### src/rtl/ecc_cfg_pkg.sv
// Shared types for the ECC configuration sequencer: register offsets, operation
// and FSM encodings, and the transfer-slot ordering used by the index counter.
package ecc_cfg_pkg;

    localparam logic [3:0] CTRL_OFFSET           = 4'h0;
    localparam logic [3:0] DATA_IN_OFFSET        = 4'h4;
    localparam logic [3:0] CODEWORD_WIDTH_OFFSET = 4'h8;
    localparam logic [3:0] NOISE_OFFSET          = 4'hC;

    typedef enum logic [1:0] {
        ENCODE       = 2'b00,
        DECODE       = 2'b01,
        FULL_CHANNEL = 2'b10
    } op_e;

    typedef enum logic [1:0] {
        IDLE   = 2'b00,
        SETUP  = 2'b01,
        ACCESS = 2'b10,
        DONE   = 2'b11
    } state_e;

    // Slot value is the transfer index; CTRL is last so it triggers the ECC block.
    typedef enum logic [1:0] {
        SLOT_DATA_IN = 2'd0,
        SLOT_WIDTH   = 2'd1,
        SLOT_NOISE   = 2'd2,
        SLOT_CTRL    = 2'd3
    } slot_e;

    function automatic logic [3:0] slot_offset(input slot_e slot);
        case (slot)
            SLOT_DATA_IN: return DATA_IN_OFFSET;
            SLOT_WIDTH:   return CODEWORD_WIDTH_OFFSET;
            SLOT_NOISE:   return NOISE_OFFSET;
            default:      return CTRL_OFFSET;
        endcase
    endfunction

    // The reserved encoding behaves as a full-channel operation.
    function automatic op_e decode_op(input logic [1:0] raw);
        return (raw == 2'b11) ? FULL_CHANNEL : op_e'(raw);
    endfunction

endpackage

### src/rtl/ecc_apb_xfer.sv
// APB transfer engine: sequences SETUP/ACCESS for the transfer the parent presents,
// counts ACCESS wait cycles for the timeout, and hands read data back on completion.
module ecc_apb_xfer
    import ecc_cfg_pkg::*;
#(
    parameter int AMBA_WORD       = 32,
    parameter int AMBA_ADDR_WIDTH = 20,
    parameter int TIMEOUT         = 16
) (
    input  logic                       clk,
    input  logic                       rst,
    input  logic                       start,
    input  logic                       last,
    input  logic                       write,
    input  logic [AMBA_ADDR_WIDTH-1:0] addr,
    input  logic [AMBA_WORD-1:0]       wdata,
    input  logic [AMBA_WORD-1:0]       prdata,
    input  logic                       pready,
    output state_e                     state,
    output logic                       psel,
    output logic                       penable,
    output logic                       pwrite,
    output logic [AMBA_ADDR_WIDTH-1:0] paddr,
    output logic [AMBA_WORD-1:0]       pwdata,
    output logic                       xfer_ok,
    output logic                       timeout,
    output logic                       finish,
    output logic                       rdata_valid,
    output logic [AMBA_WORD-1:0]       rdata
);

    localparam int CNT_W = $clog2(TIMEOUT + 1);

    state_e           state_next;
    logic [CNT_W-1:0] wait_cnt;

    always_ff @(posedge clk) begin
        if (rst) begin
            state <= IDLE;
        end else begin
            state <= state_next;
        end
    end

    always_ff @(posedge clk) begin
        if (rst || state == SETUP) begin
            wait_cnt <= '0;
        end else if (state == ACCESS && !pready) begin
            wait_cnt <= wait_cnt + CNT_W'(1);
        end
    end

    // The current ACCESS cycle counts toward the limit, so ACCESS lasts at most TIMEOUT cycles.
    assign timeout     = (state == ACCESS) && !pready && (wait_cnt == CNT_W'(TIMEOUT - 1));
    assign xfer_ok     = (state == ACCESS) && pready;
    assign finish      = (xfer_ok && last) || timeout;
    assign rdata_valid = xfer_ok && !write;
    assign rdata       = prdata;

    always_comb begin
        state_next = state;
        case (state)
            IDLE:    if (start) state_next = SETUP;
            SETUP:   state_next = ACCESS;
            ACCESS: begin
                if (finish)       state_next = DONE;
                else if (xfer_ok) state_next = SETUP;
            end
            DONE:    state_next = IDLE;
            default: state_next = IDLE;
        endcase
    end

    always_comb begin
        psel    = 1'b0;
        penable = 1'b0;
        pwrite  = 1'b0;
        paddr   = '0;
        pwdata  = '0;
        if (state == SETUP || state == ACCESS) begin
            psel    = 1'b1;
            penable = (state == ACCESS);
            pwrite  = write;
            paddr   = addr;
            pwdata  = write ? wdata : '0;
        end
    end

endmodule

### src/rtl/ecc_cfg_sequencer.sv
// Programs the ECC register bank for one command: writes DATA_IN, CODEWORD_WIDTH,
// optional NOISE, then CTRL, optionally reads them back, and reports status.
//
// Handshake: a command transfers on a rising edge where cmd_valid && cmd_ready;
// cmd_ready is high only in IDLE, and all cmd_* fields are captured on that edge.
module ecc_cfg_sequencer
    import ecc_cfg_pkg::*;
#(
    parameter int AMBA_WORD       = 32,
    parameter int AMBA_ADDR_WIDTH = 20,
    parameter int DATA_WIDTH      = 32,
    parameter int BASE_ADDR       = 0,
    parameter int READBACK        = 1,
    parameter int TIMEOUT         = 16
) (
    input  logic                       clk,
    input  logic                       rst,
    input  logic                       cmd_valid,
    output logic                       cmd_ready,
    input  logic [1:0]                 cmd_op,
    input  logic [DATA_WIDTH-1:0]      cmd_data,
    input  logic [1:0]                 cmd_width,
    input  logic [DATA_WIDTH-1:0]      cmd_noise,
    output logic [AMBA_ADDR_WIDTH-1:0] paddr,
    output logic [AMBA_WORD-1:0]       pwdata,
    output logic                       pwrite,
    output logic                       psel,
    output logic                       penable,
    input  logic [AMBA_WORD-1:0]       prdata,
    input  logic                       pready,
    output logic                       done,
    output logic                       err_mismatch,
    output logic                       err_timeout
);

    state_e                     state;
    logic                       start;
    logic                       last;
    logic                       xfer_ok;
    logic                       timeout;
    logic                       finish;
    logic                       rdata_valid;
    logic [AMBA_WORD-1:0]       rdata;

    op_e                        op_q;
    logic [DATA_WIDTH-1:0]      data_q;
    logic [DATA_WIDTH-1:0]      noise_q;
    logic [1:0]                 width_q;
    slot_e                      slot_q;
    slot_e                      slot_next;
    logic                       read_phase_q;
    logic                       mismatch_seen_q;

    logic [AMBA_WORD-1:0]       slot_value;
    logic [AMBA_ADDR_WIDTH-1:0] slot_addr;
    logic                       mismatch_now;

    assign cmd_ready = (state == IDLE);
    assign start     = cmd_valid && cmd_ready;
    assign done      = (state == DONE);

    always_comb begin
        slot_value = '0;
        case (slot_q)
            SLOT_DATA_IN: slot_value = AMBA_WORD'(data_q);
            SLOT_WIDTH:   slot_value = AMBA_WORD'(width_q);
            SLOT_NOISE:   slot_value = AMBA_WORD'(noise_q);
            SLOT_CTRL:    slot_value = AMBA_WORD'(op_q);
            default:      slot_value = '0;
        endcase
    end

    always_comb begin
        slot_next = slot_e'(slot_q + 2'd1);
        if (slot_q == SLOT_WIDTH && op_q != FULL_CHANNEL) begin
            slot_next = SLOT_CTRL;
        end
    end

    assign slot_addr    = AMBA_ADDR_WIDTH'(BASE_ADDR) + AMBA_ADDR_WIDTH'(slot_offset(slot_q));
    assign last         = (slot_q == SLOT_CTRL) && (read_phase_q || READBACK == 0);
    assign mismatch_now = rdata_valid && (rdata != slot_value);

    always_ff @(posedge clk) begin
        if (rst) begin
            op_q            <= ENCODE;
            data_q          <= '0;
            noise_q         <= '0;
            width_q         <= '0;
            slot_q          <= SLOT_DATA_IN;
            read_phase_q    <= 1'b0;
            mismatch_seen_q <= 1'b0;
            err_mismatch    <= 1'b0;
            err_timeout     <= 1'b0;
        end else if (start) begin
            op_q            <= decode_op(cmd_op);
            data_q          <= cmd_data;
            noise_q         <= cmd_noise;
            width_q         <= cmd_width;
            slot_q          <= SLOT_DATA_IN;
            read_phase_q    <= 1'b0;
            mismatch_seen_q <= 1'b0;
            err_mismatch    <= 1'b0;
            err_timeout     <= 1'b0;
        end else begin
            // After CTRL the list restarts from DATA_IN for the readback pass.
            if (xfer_ok) begin
                if (slot_q == SLOT_CTRL) begin
                    slot_q       <= SLOT_DATA_IN;
                    read_phase_q <= 1'b1;
                end else begin
                    slot_q <= slot_next;
                end
            end
            if (mismatch_now) begin
                mismatch_seen_q <= 1'b1;
            end
            if (finish) begin
                err_mismatch <= mismatch_seen_q || mismatch_now;
                err_timeout  <= timeout;
            end
        end
    end

    ecc_apb_xfer #(
        .AMBA_WORD       (AMBA_WORD),
        .AMBA_ADDR_WIDTH (AMBA_ADDR_WIDTH),
        .TIMEOUT         (TIMEOUT)
    ) u_xfer (
        .clk         (clk),
        .rst         (rst),
        .start       (start),
        .last        (last),
        .write       (!read_phase_q),
        .addr        (slot_addr),
        .wdata       (slot_value),
        .prdata      (prdata),
        .pready      (pready),
        .state       (state),
        .psel        (psel),
        .penable     (penable),
        .pwrite      (pwrite),
        .paddr       (paddr),
        .pwdata      (pwdata),
        .xfer_ok     (xfer_ok),
        .timeout     (timeout),
        .finish      (finish),
        .rdata_valid (rdata_valid),
        .rdata       (rdata)
    );

endmodule
### config.mk
export PLATFORM = sky130hd
export DESIGN_NAME = ecc_cfg_sequencer
export DESIGN_NICKNAME = d
export VERILOG_FILES = /design/src/rtl/ecc_cfg_pkg.sv /design/src/rtl/ecc_apb_xfer.sv /design/src/rtl/ecc_cfg_sequencer.sv
export SDC_FILE = /design/constraint.sdc
export NUM_CORES = 1
export LEC_CHECK = 0
export CORE_ASPECT_RATIO = 0.5
export CORE_MARGIN = 3
export CORE_UTILIZATION = 46
export CTS_CLUSTER_SIZE = 10
export DETAILED_ROUTE_END_ITERATION = 8
export GPL_TIMING_DRIVEN = 0
export PLACE_DENSITY = 0.81
export SETUP_SLACK_MARGIN = 0.15
export SKIP_LAST_GASP = 1
export SYNTH_ARGS = -nofsm -noshare
export SYNTH_HDL_FRONTEND = slang
export SYNTH_SLANG_ARGS = --single-unit
### constraint.sdc
create_clock -name clk -period 2.85 [get_ports clk]
set_input_delay 0.285 -clock clk [delete_from_list [all_inputs] [get_ports clk]]
set_output_delay 0.285 -clock clk [all_outputs]
set_load 0.05 [all_outputs]
==> run metrics, run 1 <==
GRT Total Usage=0.277; syn_area_per_cell=7.24 um2; final period utilization=0.914; Placed Area=6320 um2; Design Power=4.74 mW; I/O Buffers=143; RSZ-0062 raised after global routing=true; Sequential Area=1620 um2; layout cells sized above 1=0.120; most frequent cells in the layout=nand2_1, clkdlybuf4s50_1, a21oi_1; # nets final=928; largest net degree at the start of global routing=16; area of the multi-input gates=2750 um2; Initial Util=0.482; CTS buffer count=9; commonest non-fill, non-tap cell in the layout=nand2_1; Top FF cell, synth=dfxtp_1; Hold WS=0.374 ns; Slew Limit Fails=0; number of synthesized flops with an enable pin=0; hold_buf cts=0; Seq cells post-synth=81; max_slew headroom=0.601; vias=5201; Final Setup Violations=0; Crit Path Category=reg2out; initial antenna violation count=0; Diodes inserted=0; mapped cell area=4650 um2; clk sinks=81; sequential element share of the synthesized area=0.349; Core ar.=9630 um2; post-synth cell types=44; residual DRC count=0; Data arrival, critical path=2.32 ns; Die W=148 um; Max Buffers Root-to-Sink=2; iteration-0 DRC count of the detailed router=404; first-pass GRT wire length=25.2 mm; status=finished clean; hold crit path type=in2reg; post-DR vias/cell=5.46; Die Span Y=77.1 um; Fmax achieved=384 MHz; First-pass DRT Iterations=6; Skew-Pair Late Insertion Delay=0.34 ns; # IOs=163; num rows=25; Power Density=721 nW/um2; Final Hold Viols=0; fin crit period=2.61 ns; CP Launch Type=flop; Reg clk slew, reported paths=0.06 ns; die area=11400 um2; vias in the first global route=4995; post-CTS setup buffer count=0; Worst-Margin Slew=0.598 ns; design area=6570 um2; crit path max fanout=10; Leak Pwr=2.55 nW; ANT nets after route=0; Post-Synthesis Cells=642; synth warn=0; final wirelength=16.1 mm; CTS H-tree lvls=3; Critical Path RT=2.57 ns; Placer Congestion=0.878; per-cell routed wire length=16.9 um; Clock Skews=0.00865 ns; grt ovf=0; crit end category=primary output; TritonCTS clock tree=yes; # fillers=842; Post-synth ARST share=0; HPWL after DPL=12.2 mm; Max-Cap Viols=0; Clock Tree Root=clkbuf_16; P&R area growth vs syn=41.4%; Max VDD drop=0.000525 V
[cells by family (layout without fill, tap and decap cells)]
group / count (synthesis) / in the layout / synth area share
AOI/OAI and AO/OA: 143 / 143 / 0.174
muxes: 3 / 3 / 0.00646
other: 1 / 18 / 0.000807
DFF: 81 / 81 / 0.349
buffers and inverters: 70 / 229 / 0.0757
xor gates and xnor gates: 50 / 50 / 0.0942
and+or+nand+nor: 283 / 283 / 0.270
adders and majority gates: 11 / 11 / 0.0296
[stage by stage]
step,util,setup slack (ns),instances,TNS (ns)
after floorplan,-,0.264,659,0
after global placement,0.656,-0.641,937,-11.53
after detailed placement,0.656,-0.600,937,-11.46
after CTS,0.680,0.142,953,0
after global routing,0.682,0.106,953,0
final,0.682,0.245,953,0
[path summary, 6_finish.rpt]
| path | start | to | slack, ns | cells past startpoint |
|---|---|---|---|---|
| setup / recovery | slot_q[0] | paddr[2] | 0.24 | 9 |
| hold / removal | pready | slot_q[1] | 0.37 | 3 |
| setup reg to reg | slot_q[0] | err_mismatch | 0.29 | 10 |
| hold reg to reg | data_q[0] | data_q[0] | 0.46 | 2 |
[worst max-delay path, stage by stage, from the launching register on]
cell	delay, ns
dfxtp_2	0.35
inv_1	0.10
ha_1	0.18
buf_4	0.20
buf_6	0.19
clkbuf_4	0.21
clkbuf_4	0.23
nor2_1	0.11
nor3b_2	0.19
buf_4	0.22
[power breakdown]
part	leakage, nW	total (mW)	switching (mW)	internal (mW)
logic	1.74	2.07	1.39	0.680
clock network	0.146	1.19	0.501	0.686
registers	0.664	1.48	0.171	1.31
[flip-flops by register name (all words and copies together), names as in the netlist]
| signal | count |
|---|---|
| u_xfer.state | 2 |
| u_xfer.wait_cnt | 5 |
| width_q | 2 |
| err_timeout | 1 |
| mismatch_seen_q | 1 |
| data_q | 32 |
| read_phase_q | 1 |
| noise_q | 32 |
| err_mismatch | 1 |
| slot_q | 2 |
| op_q | 2 |
[area by class of cell]
cell class / count / area share
multi-input combinational: 508 / 0.419
sequential: 81 / 0.247
timing repair buffer: 143 / 0.202
buffer: 61 / 0.0550
clock buffer: 9 / 0.0343
tap: 135 / 0.0257
clock inverter: 7 / 0.0118
inverter: 9 / 0.00514
[Yosys cell counts, types with 5 or more instances]
cell,number,area share
nor2_1,56,0.045
nand3_1,5,0.0054
o21ai_0,10,0.011
xnor2_1,31,0.058
clkbuf_1,30,0.024
buf_1,5,0.0040
dfxtp_1,81,0.35
a21oi_1,105,0.11
buf_2,5,0.0054
nand3b_1,9,0.015
nand2b_1,5,0.0067
nand4_1,7,0.0094
ha_1,11,0.030
a31o_2,6,0.011
nand2_1,169,0.14
and3b_1,5,0.0094
nor3_1,8,0.0086
inv_1,9,0.0073
buf_4,20,0.032
xor2_1,19,0.036
[what timing repair did]
action	CTS	global route
pin swaps	0	2
endpoints found under the setup margin	33	34
resized for setup	156	49
[per-layer routing]
metal  GRT usage  part of all wire  vias to the layer above
li1            -                 -                     2462
met1       0.342              0.41                     2436
met2       0.469              0.47                      256
met3      0.0744             0.094                       47
met4      0.0940             0.027                        0
met5           0                 0                        -
No activity file was read; power rests on OpenSTA's default activity.
==> inputs of run 2 (changes only) <==
--- a/config.mk
+++ b/config.mk
@@ -6,7 +6,7 @@
 export NUM_CORES = 1
 export LEC_CHECK = 0
 export CORE_ASPECT_RATIO = 0.5
-export CORE_MARGIN = 3
+export CORE_MARGIN = 5
 export CORE_UTILIZATION = 46
 export CTS_CLUSTER_SIZE = 10
 export DETAILED_ROUTE_END_ITERATION = 8
==> run 2 against run 1 <==
Clock power barely moved; sequential power about the same; die area is 8.0% higher; core utilization rose by 0.17 points; setup slack worse by 0.028 ns; hold slack worse by 0.021 ns; sequential share of layout area fell by 0.061 points; via count decreased by 1.3%; power is 1.2% higher; first-iteration DRC count rose by 3.5%; critical path type unchanged; largest cell class unchanged.
==> run metrics, run 2 (synthesis results as in run 1) <==
status=finished clean; Comb pwr share=0.436; Core Util, Final=0.684; I/O Buffers=143; switching power=2.08 mW; Fmax achieved=380 MHz; vias in the first global route=4905; num rows=25; Clock Skews=0.00677 ns; Crit Path Category=reg2out; Internal Dissipation=2.71 mW; Die W=152 um; Largest regs=data_q x32, noise_q x32, u_xfer.wait_cnt x5; ANT nets after route=0; iteration-0 DRC count of the detailed router=418; hold_buf cts=0; Reg clk slew, reported paths=0.06 ns; HPWL after DPL=12.7 mm; residual DRC count=0; Placer Congestion=0.877; vias=5131; Data arrival, critical path=2.35 ns; initial antenna violation count=0; Placed Area=6320 um2; setup tns final=0 ns; most frequent cells in the layout=nand2_1, clkdlybuf4s50_1, a21oi_1; final period utilization=0.924; Final Setup Violations=0; # IOs=163; design area=6590 um2; hold depth=3; Max-Cap Viols=0; die area=12300 um2; Initial Util=0.482; crit path max fanout=10; CP Launch Type=flop; Clock Tree Root=clkbuf_16; grt ovf=0; post-DR vias/cell=5.38; clock share of power=0.255; Diodes inserted=0; per-cell routed wire length=17.5 um; Leak Pwr=2.57 nW; First-pass DRT Iterations=5; hold crit path type=in2reg; TritonCTS clock tree=yes; layout cells sized above 1=0.120; RSZ-0062 raised after global routing=false; Max Buffers Root-to-Sink=2; CTS buffer count=9; Slew Limit Fails=0; first-pass GRT wire length=25.5 mm; Power Density=728 nW/um2; fin crit period=2.63 ns; crit end category=primary output; Die Span Y=81.1 um; clk sinks=81; Core ar.=9630 um2; CTS H-tree lvls=3; switching power share of the total=0.434; Skew-Pair Late Insertion Delay=0.34 ns; P&R area growth vs syn=41.7%; Max VDD drop=0.000703 V; GRT Total Usage=0.262; # nets final=929; final wirelength=16.7 mm; commonest non-fill, non-tap cell in the layout=nand2_1; sequential power share=0.310; Hold WS=0.353 ns; Critical Path RT=2.57 ns; Final Hold Viols=0; Worst-Margin Slew=0.612 ns; max_slew headroom=0.592; largest net degree at the start of global routing=16; Worst Reg-to-Reg Cells=10
[run 2: power groups by stage]
stage	clock network [mW]	logic, mW	registers, mW
floorplan	0	1.37	1.45
global placement	0	2.03	1.49
detailed placement	0	2.06	1.50
CTS	1.22	2.03	1.48
global route	1.28	2.25	1.50
finish	1.22	2.09	1.48
[run 2: path summary, 6_finish.rpt]
| check | from | end | slack [ns] |
|---|---|---|---|
| hold / removal | pready | slot_q[1] | 0.35 |
| hold reg to reg | noise_q[7] | noise_q[7] | 0.45 |
| setup reg to reg | slot_q[0] | err_mismatch | 0.22 |
| setup / recovery | slot_q[0] | pwdata[23] | 0.22 |
[run 2: through the flow]
step | setup WS [ns] | instances | total power [mW]
floorplan | 0.264 | 659 | 2.82
global placement | -0.645 | 937 | 3.52
detailed placement | -0.656 | 937 | 3.56
CTS | 0.139 | 953 | 4.73
global route | 0.154 | 954 | 5.02
finish | 0.217 | 954 | 4.79
[run 2: layout make-up]
class	count	area, um2
Buffer	61	362
Clock buffer	10	239
Clock inverter	6	75.1
Fill cell	827	3050
Inverter	9	33.8
Multi-Input combinational cell	508	2750
Sequential cell	81	1620
Tap cell	135	169
Timing Repair Buffer	144	1330
[run 2: repair_timing]
action                                  4_1_cts  5_1_grt
resized for setup                           151       46
endpoints found under the setup margin       33       34
pin swaps                                     0        2
buffers inserted                              0        1
hold endpoints to repair                      0        0
[run 2: layer usage]
layer,global-route usage,up-vias,share of wire
met5,0,-,0
met4,0.0709,0,0.018
met3,0.0617,27,0.087
met2,0.452,252,0.47
met1,0.335,2396,0.42
li1,-,2456,-
[run 2: critical path, stage by stage, from the launching register on]
cell and delay (ns):
dfxtp_2 0.37, inv_1 0.08, ha_1 0.23, buf_6 0.16, buf_6 0.16, clkbuf_4 0.19, clkbuf_4 0.21, nand3b_1 0.20
a21oi_2 0.18, buf_4 0.22
==> inputs of run 3 (changes only) <==
--- a/config.mk
+++ b/config.mk
@@ -17,3 +17,4 @@
 export SYNTH_ARGS = -nofsm -noshare
 export SYNTH_HDL_FRONTEND = slang
 export SYNTH_SLANG_ARGS = --single-unit
+export TNS_END_PERCENT = 1
==> run 3 against run 2 <==
Non-clock buffer count shrank 1; die area is the same; the flow now finishes with violations (negative setup slack); routed wire length shrank 1.2%; sequential power is essentially flat; via count is the same; global-route usage shrank 0.070 points; clock skew shrank 0.0015 ns; power shrank 0.67%; design area grew 0.48%; fmax shrank 11%; combinational power is essentially flat; cell count shrank 0.10%.
==> run metrics, run 3 (synthesis results as in run 1) <==
Slew Limit Fails=0; Die Span Y=81.1 um; worst reg2reg setup slack=0.14 ns; failing checks=negative setup slack; Final Setup Violations=28; Max-Cap Viols=0; I/O Buffers=143; vias=5131; ANT nets after route=0; max_slew headroom=0.577; hold_buf cts=0; most frequent cells in the layout=nand2_1, clkdlybuf4s50_1, a21oi_1; Placed Instances=937; final period utilization=1.04; slowest stage cell, crit path=clkdlybuf4s50_1; layout cells sized above 1=0.101; clk sinks=81; Initial Util=0.482; crit path max fanout=10; Fmax achieved=336 MHz; post-DR vias/cell=5.38; hold path endpoint=slot_q[1]; CTS H-tree lvls=3; CP Launch Type=flop; CP Buf/Inv Count=3; Hold Startpoint=pready; Worst-Margin Slew=0.635 ns; Hold WS=0.362 ns; Crit Path Category=reg2out; design area=6620 um2; Data arrival, critical path=2.69 ns; r2r startpoint=slot_q[0]; largest net degree at the start of global routing=16; hold crit path type=in2reg; Comb pwr share=0.432; DP Worst Slack=-0.656 ns; FF-to-FF End=err_mismatch; clock share of power=0.256; setup ws final=-0.125 ns; Top Metal Used=met4; fin crit period=2.98 ns; Placer Congestion=0.877; num rows=25; Crit path largest cell delay=0.72 ns; Internal Dissipation=2.70 mW; status=finished, violations left; Non-Filler Instances=953; crit-path leading delay family=buffers and inverters; iteration-0 DRC count of the detailed router=360; wire length on met2=7.76 mm; vias in the first global route=4916; die area=12300 um2; GRT Total Usage=0.261; TritonCTS clock tree=yes; post-CTS setup buffer count=0; switching power share of the total=0.432; Diodes inserted=0; sequential power share=0.311; Clock Skews=0.00530 ns; residual DRC count=0; CTS buffer count=9; RSZ-0062 raised after global routing=true; Max Buffers Root-to-Sink=2; # fillers=805; initial antenna violation count=0; # nets final=928; setup tns final=-2.30 ns; Power Density=720 nW/um2; grt ovf=0; Reg clk slew, reported paths=0.07 ns; hold depth=3; Core ar.=9630 um2; Core Util, Final=0.687; Met3 Routed Length=1.49 mm; commonest non-fill, non-tap cell in the layout=nand2_1; final wirelength=16.5 mm; Max VDD drop=0.000704 V; Final Hold Viols=0; switching power=2.06 mW; first-pass GRT wire length=25.4 mm; Clock Tree Root=clkbuf_16; HPWL after DPL=12.7 mm; wl on met1=6.94 mm; First-pass DRT Iterations=7; per-cell routed wire length=17.3 um; CP Cell Sequence=inv_1, ha_1, nand2b_1, clkbuf_1, nor2_1, clkdlybuf4s50_1; crit end category=primary output; Critical Path RT=2.57 ns; # IOs=163; Placed Area=6320 um2; Skew-Pair Late Insertion Delay=0.34 ns; Worst Reg-to-Reg Cells=10; Design Power=4.76 mW; Leak Pwr=2.53 nW; Largest regs=data_q x32, noise_q x32, u_xfer.wait_cnt x5; Die W=152 um; P&R area growth vs syn=42.4%
## run 3: worst max path at each step
stage                               start    endpoint  depth (start not counted)
after detailed placement        slot_q[0]    paddr[2]                          9
after global routing            slot_q[0]   pwdata[0]                          8
after global placement          slot_q[0]    paddr[2]                          9
after floorplan                 slot_q[0]  pwdata[11]                          8
final                     u_xfer.state[1]  pwdata[16]                          6
after CTS                       slot_q[0]  pwdata[20]                         10
## run 3: per-layer routing
metal	global-route usage	vias to the layer above
met2	0.449	265
met3	0.0628	31
met1	0.334	2381
met4	0.0735	0
met5	0	-
li1	-	2454
## run 3: worst min-delay path: stages
cell      delay (ns)
clkbuf_1        0.19
nand3_1         0.13
a21oi_1         0.05
## run 3: power groups by stage
stage | clock (mW) | combinational [mW] | sequential, mW
floorplan | 0 | 1.37 | 1.45
global placement | 0 | 2.03 | 1.49
detailed placement | 0 | 2.06 | 1.50
CTS | 1.22 | 2.05 | 1.48
global route | 1.28 | 2.22 | 1.50
finish | 1.22 | 2.06 | 1.48
## run 3: area by class of cell
class / count / area, um2 / area share
Sequential cell: 81 / 1620 / 0.245
Clock buffer: 10 / 239 / 0.0361
Multi-Input combinational cell: 508 / 2740 / 0.415
Clock inverter: 6 / 75.1 / 0.0113
Buffer: 61 / 333 / 0.0503
Tap cell: 135 / 169 / 0.0255
Timing Repair Buffer: 143 / 1400 / 0.212
Inverter: 9 / 33.8 / 0.00511
## run 3: what timing repair did
item,CTS,global route
gates resized for setup,96,8
endpoints found under the hold margin,0,0
setup endpoints to repair,33,36
